File: src/rtl/apb_mem_window_bridge.sv
// apb_mem_window_bridge
//   APB slave that exposes NUM_MEM SRAM tables as APB address windows. Each
//   table entry is MEM_DW bits and occupies WPE 32-bit APB words. Writes fill
//   a per-window staging register and commit to memory on the final word of
//   the entry. Reads pull a whole entry into a per-window hold register, so
//   later reads of other words of that entry are served without memory traffic.
//
// Ports
//   clk, rst                 clock, synchronous active-high reset
//   psel/penable/pwrite      APB control
//   paddr, pwdata            APB byte address and write data
//   prdata, pready, pslverr  registered APB response (one-cycle pulse)
//   mem_en, mem_we           per-memory strobes (one-hot or zero)
//   mem_addr, mem_wdata      shared entry address / write data (0 when idle)
//   mem_rdata                packed read data, memory i at [i*MEM_DW +: MEM_DW]
module apb_mem_window_bridge #(
  parameter int          NUM_MEM    = 2,
  parameter int          MEM_DW     = 63,
  parameter int          DEPTH      = 20,
  parameter int          MEM_AW     = 5,
  parameter logic [31:0] WIN_BASE   = 32'h0,
  parameter logic [31:0] WIN_STRIDE = 32'h100,
  parameter int          MEM_RD_LAT = 1
) (
  input  logic                      clk,
  input  logic                      rst,
  input  logic                      psel,
  input  logic                      penable,
  input  logic                      pwrite,
  input  logic [31:0]               paddr,
  input  logic [31:0]               pwdata,
  output logic [31:0]               prdata,
  output logic                      pready,
  output logic                      pslverr,
  output logic [NUM_MEM-1:0]        mem_en,
  output logic [NUM_MEM-1:0]        mem_we,
  output logic [MEM_AW-1:0]         mem_addr,
  output logic [MEM_DW-1:0]         mem_wdata,
  input  logic [NUM_MEM*MEM_DW-1:0] mem_rdata
);

  localparam int WPE = (MEM_DW + 31) / 32;
  localparam int ESH = $clog2(WPE) + 2;
  localparam int WORDW = (ESH > 2) ? ESH - 2 : 1;
  localparam int WINW = (NUM_MEM > 1) ? $clog2(NUM_MEM) : 1;
  localparam logic [31:0] WIN_SPAN = 32'(DEPTH) << ESH;

  typedef enum logic [2:0] {IDLE, RESP, WR_COMMIT, RD_ISSUE, RD_WAIT} stateT;

  stateT state;
  logic [1:0] waitCnt;

  logic [WPE*32-1:0] staging [NUM_MEM];
  logic [MEM_DW-1:0] hold [NUM_MEM];
  logic [MEM_AW-1:0] holdAddr [NUM_MEM];
  logic [NUM_MEM-1:0] holdVld;

  logic [WINW-1:0] reqWin;
  logic [MEM_AW-1:0] reqEntry;
  logic [WORDW-1:0] reqWord;

  logic decHit;
  logic decErr;
  logic [WINW-1:0] decWin;
  logic [31:0] decOff;
  logic [MEM_AW-1:0] decEntry;
  logic [WORDW-1:0] decWord;
  logic decLast;
  logic decHoldHit;
  logic [WPE*32-1:0] stageNext;
  logic [WPE*32-1:0] holdPad;
  logic [31:0] holdWord;
  logic [MEM_DW-1:0] capData;
  logic [WPE*32-1:0] capPad;
  logic [31:0] capWord;

  // Window decode of the current APB address. Windows never overlap, so at
  // most one iteration matches. With a single word per entry there are no
  // word-select bits and the word index is forced to zero.
  always_comb begin
    decHit = 1'b0;
    decWin = '0;
    decOff = '0;
    for (int i = 0; i < NUM_MEM; i++) begin
      if (paddr >= WIN_BASE + 32'(i) * WIN_STRIDE &&
          paddr < WIN_BASE + 32'(i) * WIN_STRIDE + WIN_SPAN) begin
        decHit = 1'b1;
        decWin = WINW'(i);
        decOff = paddr - (WIN_BASE + 32'(i) * WIN_STRIDE);
      end
    end
    decEntry = MEM_AW'(decOff >> ESH);
    decWord = (ESH > 2) ? WORDW'(decOff >> 2) : '0;
    decLast = (32'(decWord) == 32'(WPE - 1));
    decErr = (paddr[1:0] != 2'b00) || !decHit || (32'(decWord) >= 32'(WPE));
    decHoldHit = holdVld[decWin] && (holdAddr[decWin] == decEntry);
  end

  // Staging image with the incoming word merged in; this is both the next
  // staging value and, on the final word, the data committed to memory.
  // Bits of the final word above MEM_DW fall off when it is truncated.
  always_comb begin
    stageNext = staging[decWin];
    stageNext[decWord*32 +: 32] = pwdata;
  end

  // Word selection for read hits (from hold) and read misses (from the
  // memory slice being captured), zero-extended to the full word grid.
  always_comb begin
    holdPad = '0;
    holdPad[MEM_DW-1:0] = hold[decWin];
    holdWord = holdPad[decWord*32 +: 32];
    capData = mem_rdata[reqWin*MEM_DW +: MEM_DW];
    capPad = '0;
    capPad[MEM_DW-1:0] = capData;
    capWord = capPad[reqWord*32 +: 32];
  end

  // Access FSM. All outputs are registered and default to zero every cycle,
  // so each response and memory strobe is a single-cycle pulse and reset in
  // any state drops them in the following cycle and discards in-flight reads.
  always_ff @(posedge clk) begin
    if (rst) begin
      state <= IDLE;
      waitCnt <= '0;
      pready <= 1'b0;
      pslverr <= 1'b0;
      prdata <= '0;
      mem_en <= '0;
      mem_we <= '0;
      mem_addr <= '0;
      mem_wdata <= '0;
      holdVld <= '0;
      reqWin <= '0;
      reqEntry <= '0;
      reqWord <= '0;
      for (int i = 0; i < NUM_MEM; i++) begin
        staging[i] <= '0;
        hold[i] <= '0;
        holdAddr[i] <= '0;
      end
    end else begin
      pready <= 1'b0;
      pslverr <= 1'b0;
      prdata <= '0;
      mem_en <= '0;
      mem_we <= '0;
      mem_addr <= '0;
      mem_wdata <= '0;
      case (state)
        IDLE: begin
          if (psel && penable) begin
            reqWin <= decWin;
            reqEntry <= decEntry;
            reqWord <= decWord;
            if (decErr) begin
              pready <= 1'b1;
              pslverr <= 1'b1;
              prdata <= 32'hBADD_C0DE;
              state <= RESP;
            end else if (pwrite) begin
              staging[decWin] <= stageNext;
              pready <= 1'b1;
              if (decLast) begin
                mem_en <= NUM_MEM'(1) << decWin;
                mem_we <= NUM_MEM'(1) << decWin;
                mem_addr <= decEntry;
                mem_wdata <= stageNext[MEM_DW-1:0];
                // Hold mirrors committed memory, so drop it if overwritten.
                if (decHoldHit) holdVld[decWin] <= 1'b0;
                state <= WR_COMMIT;
              end else begin
                state <= RESP;
              end
            end else if (decHoldHit) begin
              pready <= 1'b1;
              prdata <= holdWord;
              state <= RESP;
            end else begin
              mem_en <= NUM_MEM'(1) << decWin;
              mem_addr <= decEntry;
              state <= RD_ISSUE;
            end
          end
        end
        RESP, WR_COMMIT: state <= IDLE;
        RD_ISSUE: begin
          waitCnt <= '0;
          state <= RD_WAIT;
        end
        RD_WAIT: begin
          if (waitCnt == 2'(MEM_RD_LAT - 1)) begin
            hold[reqWin] <= capData;
            holdAddr[reqWin] <= reqEntry;
            holdVld[reqWin] <= 1'b1;
            pready <= 1'b1;
            prdata <= capWord;
            state <= RESP;
          end else begin
            waitCnt <= waitCnt + 2'd1;
          end
        end
        default: state <= IDLE;
      endcase
    end
  end

endmodule

File: config.mk
export PLATFORM = sky130hd
export DESIGN_NAME = apb_mem_window_bridge
export DESIGN_NICKNAME = d
export VERILOG_FILES = /design/src/rtl/apb_mem_window_bridge.sv
export SDC_FILE = /design/constraint.sdc
export NUM_CORES = 1
export LEC_CHECK = 0
export ABC_AREA = 0
export BUFFER_PORTS_ARGS = -buffer_cell sky130_fd_sc_hd__buf_4
export CAP_MARGIN = 10
export CELL_PAD_IN_SITES_DETAIL_PLACEMENT = 0
export CELL_PAD_IN_SITES_GLOBAL_PLACEMENT = 1
export CORE_ASPECT_RATIO = 1.4
export CORE_MARGIN = 2
export CORE_UTILIZATION = 25
export DETAILED_ROUTE_END_ITERATION = 10
export GPL_TIMING_DRIVEN = 0
export PLACE_DENSITY = 0.62
export SLEW_MARGIN = 25
export SYNTH_ARGS = -nofsm -noshare
export SYNTH_HDL_FRONTEND = slang
export SYNTH_SLANG_ARGS = --single-unit
export TNS_END_PERCENT = 10
File: constraint.sdc
create_clock -name clk -period 5.15 [get_ports clk]
set_clock_uncertainty 0.2 [all_clocks]
set_input_delay 0 -clock clk [delete_from_list [all_inputs] [get_ports clk]]
set_output_delay 0 -clock clk [all_outputs]
set_load 0.005 [all_outputs]
==> impl_metrics.env <==
export IMPL_status="complete, no violations"
export IMPL_setup_viol_count_final=0
export IMPL_maxSlewHeadroom=0.318
export IMPL_n_fill_cell=5337
export IMPL_max_freq_ghz=0.274
export IMPL_netlist_area_mm2=0.0138
export IMPL_syn_nets=1405
export IMPL_r2r_slack_ns=1.50
export IMPL_synth_edf_count=200
export IMPL_period_needed_ns=3.65
export IMPL_synth_seq_cells=320
export IMPL_grt_max_degree=52
export IMPL_drcViolationCount=0
export IMPL_r2r_end="mem_wdata[29]$_SDFF_PP0_"
export IMPL_syn_avg_cell_area_um2=11.4
export IMPL_route_met2_wl_um=27000
export IMPL_postCtsSetupBuffers=0
export IMPL_die_area_mm2=0.0571
export IMPL_wl_met3_um=2530
export IMPL_grt_pass1_wl_um=75000
export IMPL_numCtsBuffers=37
export IMPL_synth_top_area_frac=0.435
export IMPL_rsz0062_at_grt="false"
export IMPL_finalCritPeriodShare=0.708
export IMPL_core_region_area_mm2=0.0543
export IMPL_cts_clk_slew_worst_paths_ns=0.06
export IMPL_worst_pin_slew_ns=1.02
export IMPL_cap_violations=0
export IMPL_avgViaCountPerCell=4.62
export IMPL_async_flop_share=0
export IMPL_r2r_cells=7
export IMPL_htreeDepth=2
export IMPL_num_io_pins=301
export IMPL_synth_area_leader_cell="edfxtp_1"
export IMPL_highest_layer="met4"
export IMPL_wl_met1_um=20100
export IMPL_num_vias=11500
export IMPL_crit_fanout=10
export IMPL_yosysSeqAreaShare=0.610
export IMPL_ir_worst_vdd_uv=190
export IMPL_dp_slack_ns=1.48
export IMPL_grt_antenna_before_repair=1
export IMPL_drt_iter0_markers=695
export IMPL_cts_sinks=320
export IMPL_num_nets_final=1929
export IMPL_grt_pass1_vias=12100
export IMPL_n_antenna_cell=0
export IMPL_cts_tree="done"
export IMPL_setup_ws_ns=1.50
export IMPL_netlist_instances=1209
export IMPL_routabilityCongestion=0.824
export IMPL_synth_top_flop_cell="edfxtp_1"
export IMPL_min_path_type="primary input to flip-flop"
export IMPL_drt_pass1_iter_count=5
export IMPL_leakage_nw=8.34
export IMPL_clock_root_buffer="clkbuf_16"
export IMPL_area_growth_pct=46.4
export IMPL_dpl_cell_area_mm2=0.0171
export IMPL_track_usage=0.177
export IMPL_wl_per_cell_um=20.5
export IMPL_path_class="flip-flop to flip-flop"
export IMPL_netlist_cell_type_count=60
export IMPL_synth_most_common_cell="edfxtp_1"
export IMPL_ant_nets=0
export IMPL_netlist_top_cells_area="edfxtp_1 (44%), dfxtp_1 (17%), mux4_2 (5.1%)"
export IMPL_clock_latency_ns=0.56
export IMPL_synth_common_cells="edfxtp_1 (200), nor2_1 (159), dfxtp_1 (120), nand2_1 (111), and3_1 (103)"
export IMPL_design_area_mm2=0.0202
export IMPL_drive_gt1_frac=0.261
export IMPL_critPathLaunch="state[2]$_SDFFE_PP0P_"
export IMPL_die_w_um=203
export IMPL_yosys_warnings=0
export IMPL_wl_um=50900
export IMPL_powerDensity_mw_per_mm2=301
export IMPL_final_hold_violation_count=0
export IMPL_cp_end_kind="flip-flop"
export IMPL_die_height_um=282
export IMPL_arrival_ns=3.90
export IMPL_min_from="pwdata[14]"
export IMPL_crit_end="mem_wdata[29]$_SDFF_PP0_"
export IMPL_num_rows=101
export IMPL_start_util=0.254
export IMPL_slew_viol_final=0
export IMPL_io_buffers=298
export IMPL_dp_final_hpwl_um=36400
export IMPL_critPathRequiredTime_ns=5.40
export IMPL_cts_buffer_depth=3
export IMPL_overflow=0
export IMPL_startpoint_type="flip-flop"
export IMPL_r2r_start="state[2]$_SDFFE_PP0P_"
layout by cell type (no fill, tap or decap), types with 4 or more instances in the layout:
cell type | netlist | routed
buf_4 | 0 | 298
edfxtp_1 | 200 | 200
dlygate4sd3_1 | 0 | 183
nor2_1 | 159 | 159
dfxtp_1 | 120 | 120
nand2_1 | 111 | 111
and3_1 | 103 | 103
a21oi_1 | 84 | 84
clkbuf_1 | 80 | 83
and2_1 | 75 | 75
clkbuf_16 | 0 | 38
mux2i_1 | 34 | 34
o21ai_0 | 31 | 31
mux4_2 | 31 | 31
nand3_1 | 28 | 28
o21ai_2 | 20 | 20
a221oi_1 | 14 | 14
buf_2 | 11 | 13
a31o_2 | 13 | 13
inv_1 | 9 | 9
nor3_1 | 7 | 7
buf_1 | 9 | 7
a211oi_1 | 6 | 6
bufinv_16 | 0 | 6
nor4_4 | 5 | 5
o21ai_1 | 5 | 5
clkbuf_8 | 0 | 5
clkinv_2 | 0 | 5
clkinv_1 | 0 | 5
nor2b_1 | 4 | 4
worst min path at each step:
stage                               end  slack [ns]  cells past startpoint
6_report       mem_wdata[46]$_SDFF_PP0_        0.04                      3
5_1_grt        mem_wdata[46]$_SDFF_PP0_        0.03                      3
4_1_cts        mem_wdata[47]$_SDFF_PP0_       0.006                      3
3_5_place_dp   mem_wdata[48]$_SDFF_PP0_        0.04                      2
3_3_place_gp   mem_wdata[62]$_SDFF_PP0_        0.04                      2
2_1_floorplan    mem_addr[0]$_SDFF_PP0_       -0.08                      1
sequential cells by signal, summed over array words and instances, names as in the netlist:
signal / cells
state: 3
mem_addr: 5
staging: 64
reqWord: 1
holdAddr: 10
prdata: 32
mem_wdata: 63
hold: 126
pready: 1
waitCnt: 2
mem_en: 2
reqWin: 1
pslverr: 1
holdVld: 2
mem_we: 2
reqEntry: 5
logic make-up (layout without fill, tap and decap cells):
logic type	after synthesis	count (layout)	share of synthesized area
mux	66	66	0.0761
fa+ha+maj	1	1	0.000907
compound gates	189	189	0.0867
flops	320	320	0.610
buf+inv	112	664	0.0331
simple gates	521	521	0.193
repair_timing:
action                                  4_1_cts  5_1_grt
endpoints found under the setup margin        0        0
hold endpoints to repair                    274        0
hold buffers                                183        0
gates resized for setup                       0        0
layer usage:
metal | track usage | vias up
li1 | - | 5393
met1 | 0.207 | 5591
met2 | 0.331 | 392
met3 | 0.0273 | 87
met4 | 0.0565 | 0
met5 | 0 | -
final cells by class:
class / count / area, µm² / share of cell area
plain buffers: 103 / 427 / 0.0211
clock buffers: 47 / 1030 / 0.0512
clock inverters: 20 / 267 / 0.0132
inverters: 9 / 33.8 / 0.00167
multi-input cells: 777 / 4950 / 0.245
flip-flops and latches: 320 / 8410 / 0.416
well taps: 721 / 902 / 0.0447
repair buffers: 485 / 4170 / 0.207
worst max-delay path, stage by stage (launching register included):
cell           delay (ns)
dfxtp_1              0.29
clkbuf_1             0.20
or4_1                0.64
nor3_2               0.75
dlygate4sd3_1        0.74
nand2_1              0.15
clkbuf_1             0.34
nor2_1               0.24
stage by stage:
stage	setup TNS [ns]	hold slack [ns]	instances	util	power, W
floorplan	0	-0.0783	1209	-	0.00297
global placement	-34.68	0.0445	2228	0.312	0.00318
detailed placement	0	0.0419	2232	0.314	0.00319
CTS	0	0.00612	2482	0.372	0.00614
global route	0	0.0269	2482	0.372	0.00626
finish	0	0.0442	2482	0.372	0.00607
power by group:
group          switching (W)  leakage (nW)  internal, W  total [W]
clock                0.00110         0.641      0.00173    0.00283
sequential         0.0000199          3.04      0.00277    0.00279
combinational       0.000192          4.66     0.000254   0.000445
(Power assumes the default switching activity.)
